<file path="config.mk">
export PLATFORM = sky130hd
export DESIGN_NAME = exc_commit_seq
export DESIGN_NICKNAME = d
export VERILOG_FILES = /design/src/rtl/exc_commit_seq_pkg.sv /design/src/rtl/exc_commit_seq_wr_mux.sv /design/src/rtl/exc_commit_seq.sv
export SDC_FILE = /design/constraint.sdc
export NUM_CORES = 1
export LEC_CHECK = 0
export BUFFER_PORTS_ARGS = -buffer_cell sky130_fd_sc_hd__buf_2
export CORE_AREA = 5 5 155 157
export CTS_CLUSTER_DIAMETER = 120
export CTS_CLUSTER_SIZE = 40
export DETAILED_ROUTE_END_ITERATION = 16
export DIE_AREA = 0 0 160 162
export HOLD_SLACK_MARGIN = 0.03
export PLACE_DENSITY = 0.55
export SYNTH_ARGS = -nofsm -noshare
export SYNTH_HDL_FRONTEND = slang
export SYNTH_HIERARCHICAL = 1
export SYNTH_SLANG_ARGS = --single-unit
export TNS_END_PERCENT = 10
</file>
<file path="constraint.sdc">
create_clock -name clk -period 6 [get_ports clk]
set_input_delay 1.5 -clock clk [delete_from_list [all_inputs] [get_ports clk]]
set_output_delay 1.5 -clock clk [all_outputs]
set_load 0.03 [all_outputs]
</file>
<file path="src/rtl/exc_commit_seq_pkg.sv">
// Shared definitions for the exception commit sequencer.
// Holds the CSR numbers the sequencer writes or reads, the exception codes,
// the ESTAT field positions and the sequencer state encoding.
package exc_commit_seq_pkg;

    localparam logic [13:0] CSR_CRMD   = 14'h000;
    localparam logic [13:0] CSR_PRMD   = 14'h001;
    localparam logic [13:0] CSR_ESTAT  = 14'h005;
    localparam logic [13:0] CSR_ERA    = 14'h006;
    localparam logic [13:0] CSR_BADV   = 14'h007;
    localparam logic [13:0] CSR_EENTRY = 14'h00C;

    localparam logic [5:0] ECODE_INT  = 6'h00;
    localparam logic [5:0] ECODE_ADEF = 6'h08;
    localparam logic [5:0] ECODE_ALE  = 6'h09;
    localparam logic [5:0] ECODE_SYS  = 6'h0B;
    localparam logic [5:0] ECODE_BRK  = 6'h0C;
    localparam logic [5:0] ECODE_INE  = 6'h0D;

    localparam int          ESTAT_ECODE_LSB = 16;
    localparam int          ESTAT_ESUB_LSB  = 22;
    localparam logic [31:0] ESTAT_EXC_WMASK = 32'h7FFF_0000;

    // CRMD/PRMD low field: PLV[1:0] and IE / PPLV[1:0] and PIE
    localparam logic [31:0] MODE_WMASK = 32'h0000_0007;

    typedef enum logic [2:0] {
        S_IDLE    = 3'd0,
        S_W_PRMD  = 3'd1,
        S_W_CRMD  = 3'd2,
        S_W_ERA   = 3'd3,
        S_W_ESTAT = 3'd4,
        S_W_BADV  = 3'd5,
        S_E_CRMD  = 3'd6,
        S_REDIR   = 3'd7
    } exc_state_e;

endpackage

</file>
<file path="src/rtl/exc_commit_seq_wr_mux.sv">
// exc_csr_wr_mux: selects what drives the single CSR-file write port.
// In IDLE the pipeline csrwr/csrxchg request passes through; in the write
// states the sequencer's fixed update for that state is driven instead.
// Ports:
//   state_i                  current sequencer state
//   pipe_we_i/num/wdata/wmask pipeline request (already gated by the top)
//   crmd_i/prmd_i            latched 3-bit mode fields
//   pc_i/badv_i              latched ERA and BADV values
//   ecode_i/esub_i           latched exception code/subcode
//   csr_we_o/num/wdata/wmask CSR-file write port
module exc_csr_wr_mux
    import exc_commit_seq_pkg::*;
#(
    parameter int NUM_W = 14,
    parameter int DW    = 32
) (
    input  exc_state_e       state_i,
    input  logic             pipe_we_i,
    input  logic [NUM_W-1:0] pipe_num_i,
    input  logic [DW-1:0]    pipe_wdata_i,
    input  logic [DW-1:0]    pipe_wmask_i,
    input  logic [2:0]       crmd_i,
    input  logic [2:0]       prmd_i,
    input  logic [DW-1:0]    pc_i,
    input  logic [DW-1:0]    badv_i,
    input  logic [5:0]       ecode_i,
    input  logic [8:0]       esub_i,
    output logic             csr_we_o,
    output logic [NUM_W-1:0] csr_num_o,
    output logic [DW-1:0]    csr_wdata_o,
    output logic [DW-1:0]    csr_wmask_o
);

    logic [31:0] estat_w;

    always_comb begin
        estat_w = '0;
        estat_w[ESTAT_ECODE_LSB +: 6] = ecode_i;
        estat_w[ESTAT_ESUB_LSB  +: 9] = esub_i;
    end

    always_comb begin
        csr_we_o    = 1'b0;
        csr_num_o   = '0;
        csr_wdata_o = '0;
        csr_wmask_o = '0;
        case (state_i)
            S_IDLE: begin
                csr_we_o    = pipe_we_i;
                csr_num_o   = pipe_num_i;
                csr_wdata_o = pipe_wdata_i;
                csr_wmask_o = pipe_wmask_i;
            end
            S_W_PRMD: begin
                csr_we_o    = 1'b1;
                csr_num_o   = NUM_W'(CSR_PRMD);
                csr_wdata_o = DW'(crmd_i);
                csr_wmask_o = DW'(MODE_WMASK);
            end
            S_W_CRMD: begin
                csr_we_o    = 1'b1;
                csr_num_o   = NUM_W'(CSR_CRMD);
                csr_wmask_o = DW'(MODE_WMASK);
            end
            S_W_ERA: begin
                csr_we_o    = 1'b1;
                csr_num_o   = NUM_W'(CSR_ERA);
                csr_wdata_o = pc_i;
                csr_wmask_o = '1;
            end
            S_W_ESTAT: begin
                csr_we_o    = 1'b1;
                csr_num_o   = NUM_W'(CSR_ESTAT);
                csr_wdata_o = DW'(estat_w);
                csr_wmask_o = DW'(ESTAT_EXC_WMASK);
            end
            S_W_BADV: begin
                csr_we_o    = 1'b1;
                csr_num_o   = NUM_W'(CSR_BADV);
                csr_wdata_o = badv_i;
                csr_wmask_o = '1;
            end
            S_E_CRMD: begin
                csr_we_o    = 1'b1;
                csr_num_o   = NUM_W'(CSR_CRMD);
                csr_wdata_o = DW'(prmd_i);
                csr_wmask_o = DW'(MODE_WMASK);
            end
            default: ;
        endcase
    end

endmodule

</file>
<file path="src/rtl/exc_commit_seq.sv">
// exc_commit_seq: exception entry / ERTN return sequencer at the mm2 commit
// point. Owns the CSR-file write port, flushes IF..mm2 and redirects fetch.
// Optional macro EXC_PERF_CNT_EN adds the exc_cnt accepted-exception counter.
//
// state   | meaning
// IDLE    | pass pipeline CSR writes, wait for exception/ERTN
// W_PRMD  | save PLV/IE into PRMD
// W_CRMD  | clear PLV/IE in CRMD
// W_ERA   | save faulting PC into ERA
// W_ESTAT | write Ecode/EsubCode into ESTAT
// W_BADV  | write faulting address (ADEF/ALE only)
// E_CRMD  | ERTN: restore PLV/IE from PRMD
// REDIR   | hold redirect until IF accepts
//
// Ports: clk/reset (sync, active high); mm2_* exception and CSR request from
// mm2; csr_crmd/prmd/eentry/era current CSR values; csr_* write port;
// pipe_flush, mm2_stall, redirect_valid/pc/ready; exc_cnt (macro only).
module exc_commit_seq
    import exc_commit_seq_pkg::*;
#(
    parameter int NUM_W = 14,
    parameter int DW    = 32
) (
    input  logic             clk,
    input  logic             reset,
    input  logic             mm2_valid,
    input  logic             mm2_exc,
    input  logic             mm2_ertn,
    input  logic [5:0]       mm2_ecode,
    input  logic [8:0]       mm2_esubcode,
    input  logic [DW-1:0]    mm2_pc,
    input  logic             mm2_badv_vld,
    input  logic [DW-1:0]    mm2_badv,
    input  logic             mm2_csr_we,
    input  logic [NUM_W-1:0] mm2_csr_num,
    input  logic [DW-1:0]    mm2_csr_wdata,
    input  logic [DW-1:0]    mm2_csr_wmask,
    input  logic [DW-1:0]    csr_crmd,
    input  logic [DW-1:0]    csr_prmd,
    input  logic [DW-1:0]    csr_eentry,
    input  logic [DW-1:0]    csr_era,
    output logic             csr_we,
    output logic [NUM_W-1:0] csr_num,
    output logic [DW-1:0]    csr_wdata,
    output logic [DW-1:0]    csr_wmask,
    output logic             pipe_flush,
    output logic             mm2_stall,
    output logic             redirect_valid,
    output logic [DW-1:0]    redirect_pc,
    input  logic             redirect_ready
`ifdef EXC_PERF_CNT_EN
    ,
    output logic [31:0]      exc_cnt
`endif
);

    exc_state_e    state_q, state_d;
    logic          exc_acc, ertn_acc;
    logic          flush_q;
    logic          is_ertn_q;
    logic [DW-1:0] pc_q, badv_q, redir_pc_q;
    logic [5:0]    ecode_q;
    logic [8:0]    esub_q;
    logic          badv_vld_q;
    logic [2:0]    crmd_q, prmd_q;

    always_comb begin
        state_d  = state_q;
        exc_acc  = 1'b0;
        ertn_acc = 1'b0;
        case (state_q)
            S_IDLE: begin
                // exception has priority over a simultaneous ERTN
                if (mm2_valid && mm2_exc) begin
                    exc_acc = 1'b1;
                    state_d = S_W_PRMD;
                end else if (mm2_valid && mm2_ertn) begin
                    ertn_acc = 1'b1;
                    state_d  = S_E_CRMD;
                end
            end
            S_W_PRMD:  state_d = S_W_CRMD;
            S_W_CRMD:  state_d = S_W_ERA;
            S_W_ERA:   state_d = S_W_ESTAT;
            S_W_ESTAT: state_d = badv_vld_q ? S_W_BADV : S_REDIR;
            S_W_BADV:  state_d = S_REDIR;
            S_E_CRMD:  state_d = S_REDIR;
            S_REDIR:   if (redirect_ready) state_d = S_IDLE;
            default:   state_d = S_IDLE;
        endcase
    end

    always_ff @(posedge clk) begin
        if (reset) begin
            state_q    <= S_IDLE;
            flush_q    <= 1'b0;
            is_ertn_q  <= 1'b0;
            pc_q       <= '0;
            badv_q     <= '0;
            redir_pc_q <= '0;
            ecode_q    <= '0;
            esub_q     <= '0;
            badv_vld_q <= 1'b0;
            crmd_q     <= '0;
            prmd_q     <= '0;
        end else begin
            state_q <= state_d;
            flush_q <= exc_acc | ertn_acc;
            if (exc_acc) begin
                is_ertn_q  <= 1'b0;
                pc_q       <= mm2_pc;
                ecode_q    <= mm2_ecode;
                esub_q     <= mm2_esubcode;
                badv_q     <= mm2_badv;
                badv_vld_q <= mm2_badv_vld;
                crmd_q     <= csr_crmd[2:0];
            end
            if (ertn_acc) begin
                is_ertn_q <= 1'b1;
                prmd_q    <= csr_prmd[2:0];
            end
            // target captured once on REDIR entry so it stays stable while IF stalls
            if (state_d == S_REDIR && state_q != S_REDIR)
                redir_pc_q <= is_ertn_q ? csr_era : csr_eentry;
        end
    end

    exc_csr_wr_mux #(.NUM_W(NUM_W), .DW(DW)) u_wr_mux (
        .state_i      (state_q),
        .pipe_we_i    (mm2_valid & mm2_csr_we & ~exc_acc & ~ertn_acc),
        .pipe_num_i   (mm2_csr_num),
        .pipe_wdata_i (mm2_csr_wdata),
        .pipe_wmask_i (mm2_csr_wmask),
        .crmd_i       (crmd_q),
        .prmd_i       (prmd_q),
        .pc_i         (pc_q),
        .badv_i       (badv_q),
        .ecode_i      (ecode_q),
        .esub_i       (esub_q),
        .csr_we_o     (csr_we),
        .csr_num_o    (csr_num),
        .csr_wdata_o  (csr_wdata),
        .csr_wmask_o  (csr_wmask)
    );

    assign pipe_flush     = flush_q;
    assign mm2_stall      = (state_q != S_IDLE);
    assign redirect_valid = (state_q == S_REDIR);
    assign redirect_pc    = redir_pc_q;

`ifdef EXC_PERF_CNT_EN
    logic [31:0] exc_cnt_q;
    always_ff @(posedge clk) begin
        if (reset)        exc_cnt_q <= '0;
        else if (exc_acc) exc_cnt_q <= exc_cnt_q + 32'd1;
    end
    assign exc_cnt = exc_cnt_q;
`endif

    logic unused_ok;
    assign unused_ok = ^{csr_crmd[DW-1:3], csr_prmd[DW-1:3]};

endmodule

</file>
# == Word-level counts from Yosys, hierarchy flattened ==
# Index checks and enable logic that the tools add are counted.
# classes
reduce_logical,10
mux,17
bitwise_logic,6
eq_ne,9
# op_table
cell,count
one-hot mux 32 bit (6 select lines),1
one-hot mux 32 bit (4 select lines),1
one-hot mux 14 bit (5 select lines),1
2-to-1 mux 32 bit,1
one-hot mux 3 bit (7 select lines),1
equality test 3 bit (second input constant),5
2-to-1 mux 3 bit,3
2-to-1 mux 1 bit,7
equality test 3 x 2 -> 1 bit (second input constant),2
OR reduction 6 bit,1
OR reduction 2 bit,2
AND 1 bit,3
equality test 3 x 1 -> 1 bit (second input constant),1
logical AND 1 bit,3
zero test 3 bit,1
inequality test 3 bit (second input constant),1
nonzero test 3 bit,1
OR reduction 3 bit,1
2-to-1 mux 2 bit,1
NOT 1 bit,2
one-hot mux 1 bit (2 select lines),1
nonzero test 2 bit,1
bitwise OR 1 bit,1
# totals
out_inout_bits,114
in_bits,293
ff_bits,123
wordCells,53

# == Logic depth before layout (Yosys ltp) ==
# logic_depth
depth_word,7
ltp_mapped,7
depth_no_buf,5

# == Hierarchy ==
# The synthesis kept the hierarchy.
# modules_own_cells
mod,cells_each,instances,area_each_um2,seq_area_each_um2
exc_commit_seq,608,1,5073.6,2462.4
exc_csr_wr_mux,206,1,1332.5,0.0

# == Least setup slack after synthesis ==
# No wires, ideal clock.
# synth_timing
path_kind,input -> output
from,in mm2_exc
to,out csr_we
cell_stages,6
t_required_ns,4.500
n_path_buf,1
t_arrival_ns,2.627
setup_slack_ns,1.873
cell_sequence,and2_1 buf_2 nand2_1 and4_1 nor4_1 a21oi_1
# synth_between
elab_chain_cells,7
elab_cells_between_ends,10
classes_between,5 x mux; 4 x bitwise; 1 x reduce/logical
# synth_rtl
element,line,text
from (decl),exc_commit_seq.sv:27,"input logic mm2_exc,"
logical AND 1 bit (*),exc_commit_seq.sv:74,if (mm2_valid && mm2_exc) begin
2-to-1 mux 1 bit,exc_commit_seq.sv:74,
2-to-1 mux 1 bit,exc_commit_seq.sv:71,case (state_q)
NOT 1 bit,exc_commit_seq.sv:130,".pipe_we_i (mm2_valid & mm2_csr_we & ~exc_acc & ~ertn_acc),"
AND 1 bit,exc_commit_seq.sv:130,
AND 1 bit (*),exc_commit_seq.sv:130,
one-hot mux 1 bit (2 select lines) (*),exc_commit_seq_wr_mux.sv:47,case (state_i)
to (decl),exc_commit_seq.sv:42,"output logic csr_we,"
# Mark *: on every way between the ends. The rest lies on a longest branch, timed or not.

# == Worst setup path after layout ==
# layout_timing
from,reg state_q[1]
to,out csr_wdata[1]
# layout_between
elab_chain_cells,2
elab_cells_between_ends,7
classes_between,5 x eq/ne; 1 x mux; 1 x reduce/logical
# layout_rtl
element,line,text
from (decl),exc_commit_seq.sv:57,"exc_state_e state_q, state_d;"
from (signal assigned),exc_commit_seq.sv:107,state_q <= state_d;
equality test 3 bit (tied with other cells),exc_commit_seq_wr_mux.sv:47,
one-hot mux 32 bit (6 select lines) (*),exc_commit_seq_wr_mux.sv:47,
to (decl),exc_commit_seq.sv:44,"output logic [DW-1:0] csr_wdata,"
# Marks and branches as above.

==> impl_metrics.py <==
metrics = {
    "power_and_ir_drop": {
        "p_leak_nw": 3.893,
        "ir_drop_mv": 0.1806,
        "power.density_nw_per_um2": 496.8,
    },
    "floorplan": {
        "ios": 407,
        "fp-row-count": 55,
        "die_h_microns": 162,
        "start_util_pct": 28.64,
        "coreArea_sq_um": 22370,
        "die_x_microns": 160,
        "dieArea_sq_um": 25920,
    },
    "yosys": {
        "synth_area_per_cell_sq_um": 7.870,
        "ys_ff_latch": 123,
        "yosysWarnings": 6,
        "syn_nets": 1107,
        "synth_edf_count": 0,
        "synthDistinctLibCells": 42,
        "ys_seq_area_share_pct": 38.44,
        "synth_ff_type": "dfxtp_1",
        "async_flop_share_pct": 0,
        "synth_area_sq_um": 6406,
        "synthesis.instances": 814,
    },
    "finish": {
        "most-common-layout-cells": "buf_2, a21oi_1, dfxtp_1",
        "drive_gt1_share_pct": 40.58,
        "final_nets": 1389,
        "final_common_cell": "buf_2",
        "fin_cells": 1396,
        "area_growth_pct": 37.46,
    },
    "grt": {
        "grt_overflow": 0,
        "grt_max_degree": 88,
        "antenna_found_initial": 8,
        "grt_usage_pct": 19.23,
        "grt_pass1_vias": 7151,
        "grt_pass1_wl_microns": 40280,
    },
    "setup_path": {
        "required_ns": 4.50,
        "crit_arrival_ns": 2.94,
        "worstPathMaxFanout": 42,
        "end_kind": "output pin",
        "path_class": "flip-flop to output pin",
        "worstSetupStartpointType": "flip-flop",
    },
    "cts": {
        "ctsHoldBuffers": 0,
        "clk_latency_ns": 0.41,
        "cts_tree": "built",
        "post_cts_buffers": 0,
        "clockRootBuffer": "clkbuf_16",
        "clk_path_buf_depth": 2,
        "post_cts_resized": 0,
        "cts_max_level": 4,
        "cts.sinks": 123,
        "clk_pin_slew_ns": 0.06,
        "cts-buffers-inserted": 17,
    },
    "status": {
        "run_status": "finished clean",
    },
    "sta": {
        "fmax_mhz": 225.3,
        "slew_headroom_pct": 23.81,
        "period_minus_slack_ns": 4.438,
        "rsz0062_at_grt": "no",
        "finalClockSkew_ns": 0.008920,
        "timing.final.crit_share_pct": 73.97,
        "maxSlewViolCount": 0,
        "hold_violations": 0,
        "finalSetupTns_ns": 0,
        "tightestPinTransition_ns": 1.143,
        "finalSetupViolCount": 0,
    },
    "drt": {
        "post_drt_wl_per_cell_microns": 18.74,
        "drc": 0,
        "ant_nets": 0,
        "wl_microns": 26170,
        "vias_per_cell": 5.208,
        "drtIter0Drc": 408,
        "drt_first_pass_iters": 5,
        "vias": 7271,
    },
    "placement": {
        "placed_cells": 1361,
        "numPortBuffers": 348,
        "hpwl_microns": 17920,
        "place_congestion": 0.7876,
    },
    "flow_run": {
        "cap_violations": 0,
    },
    "worst_hold_path": {
        "min_path_type": "flip-flop to flip-flop",
    },
}
[cell usage after synthesis (2+ instances only)]
cell        n  area, sq um
a21o_1     32        240.2
a21oi_1   128        640.6
a22oi_1    35        262.8
and2_1     14        87.58
and3b_1     3        26.28
buf_1       2        7.510
buf_2      30        150.1
buf_4       5        37.54
clkbuf_1   56        210.2
clkbuf_2    3        15.01
dfxtp_1   123         2462
mux2_1      4        45.04
mux2_2     45        506.7
nand2_1    36        135.1
nand2b_1    3        18.77
nand3_1   118        590.6
nor2_1      2        7.510
nor2b_1     3        18.77
o21ai_0   100        500.5
o21ai_1    48        240.2
o31a_1      3        26.28
[critical path, cell delays in order, from the launching register on]
cell,delay (ns)
dfxtp_2,0.92
and2_1,0.79
a21oi_1,0.20
a22oi_1,0.33
buf_2,0.27
[sequential cells by signal (all words and copies together), names as in the netlist]
name	flops
state_q	3
crmd_q	3
esub_q	9
redirect_pc	32
badv_q	32
pipe_flush	1
badv_vld_q	1
is_ertn_q	1
pc_q	32
ecode_q	6
prmd_q	3
[cells by family after synthesis]
kind of cell | Yosys count | share of synthesized area (%)
buffers and inverters | 99 | 6.855
AO/OA/AOI/OAI | 352 | 30.70
AND/OR/NAND/NOR | 189 | 15.10
multiplexers | 50 | 8.770
XOR/XNOR | 1 | 0.1367
flip-flops | 123 | 38.44
[power breakdown]
part	switching [mW]	leakage, nW	internal (mW)
registers	0.122	1.00	0.926
logic	1.62	2.60	0.657
clock network	0.426	0.293	0.628
total	2.16	3.89	2.21
[path summary, 6_finish.rpt]
kind | startpoint | slack (ns) | cells after the start | endpoint
setup / recovery | state_q[1]$_SDFF_PP0_ | 1.56 | 4 | csr_wdata[1]
setup reg to reg | state_q[1]$_SDFF_PP0_ | 2.93 | 6 | badv_q[2]$_SDFFE_PP0P_
hold reg to reg | redirect_pc[20]$_SDFFE_PP0P_ | 0.47 | 2 | redirect_pc[20]$_SDFFE_PP0P_
hold / removal | redirect_pc[20]$_SDFFE_PP0P_ | 0.47 | 2 | redirect_pc[20]$_SDFFE_PP0P_
[metrics by stage]
step	setup slack [ns]	utilization [%]	hold slack [ns]	instance area [sq um]	total power, mW
floorplan	1.873	-	0.4502	6406	2.669
global placement	1.653	36.59	0.4568	8183	3.324
detailed placement	1.656	36.59	0.4631	8183	3.339
CTS	1.539	39.28	0.4723	8786	4.405
global route	1.477	39.36	0.4918	8803	4.628
finish	1.562	39.37	0.4714	8806	4.375
[final cells by class]
cell class	count	area, sq um
Fill cell	2407	13560
Inverter	2	7.507
Clock buffer	17	425.4
Timing Repair Buffer	360	1842
Sequential cell	123	2465
Multi-Input combinational cell	592	3527
Tap cell	285	356.6
Clock inverter	15	177.7
Antenna cell	2	5.005
[per-layer routing]
metal	vias up	share of wire [%]	global-route usage, %
met3	41	9.0	7.079
met2	269	48	31.93
li1	3515	-	-
met5	-	0.29	0
met4	12	1.9	5.553
met1	3434	41	23.46
Power figures use the tool's default switching activity.
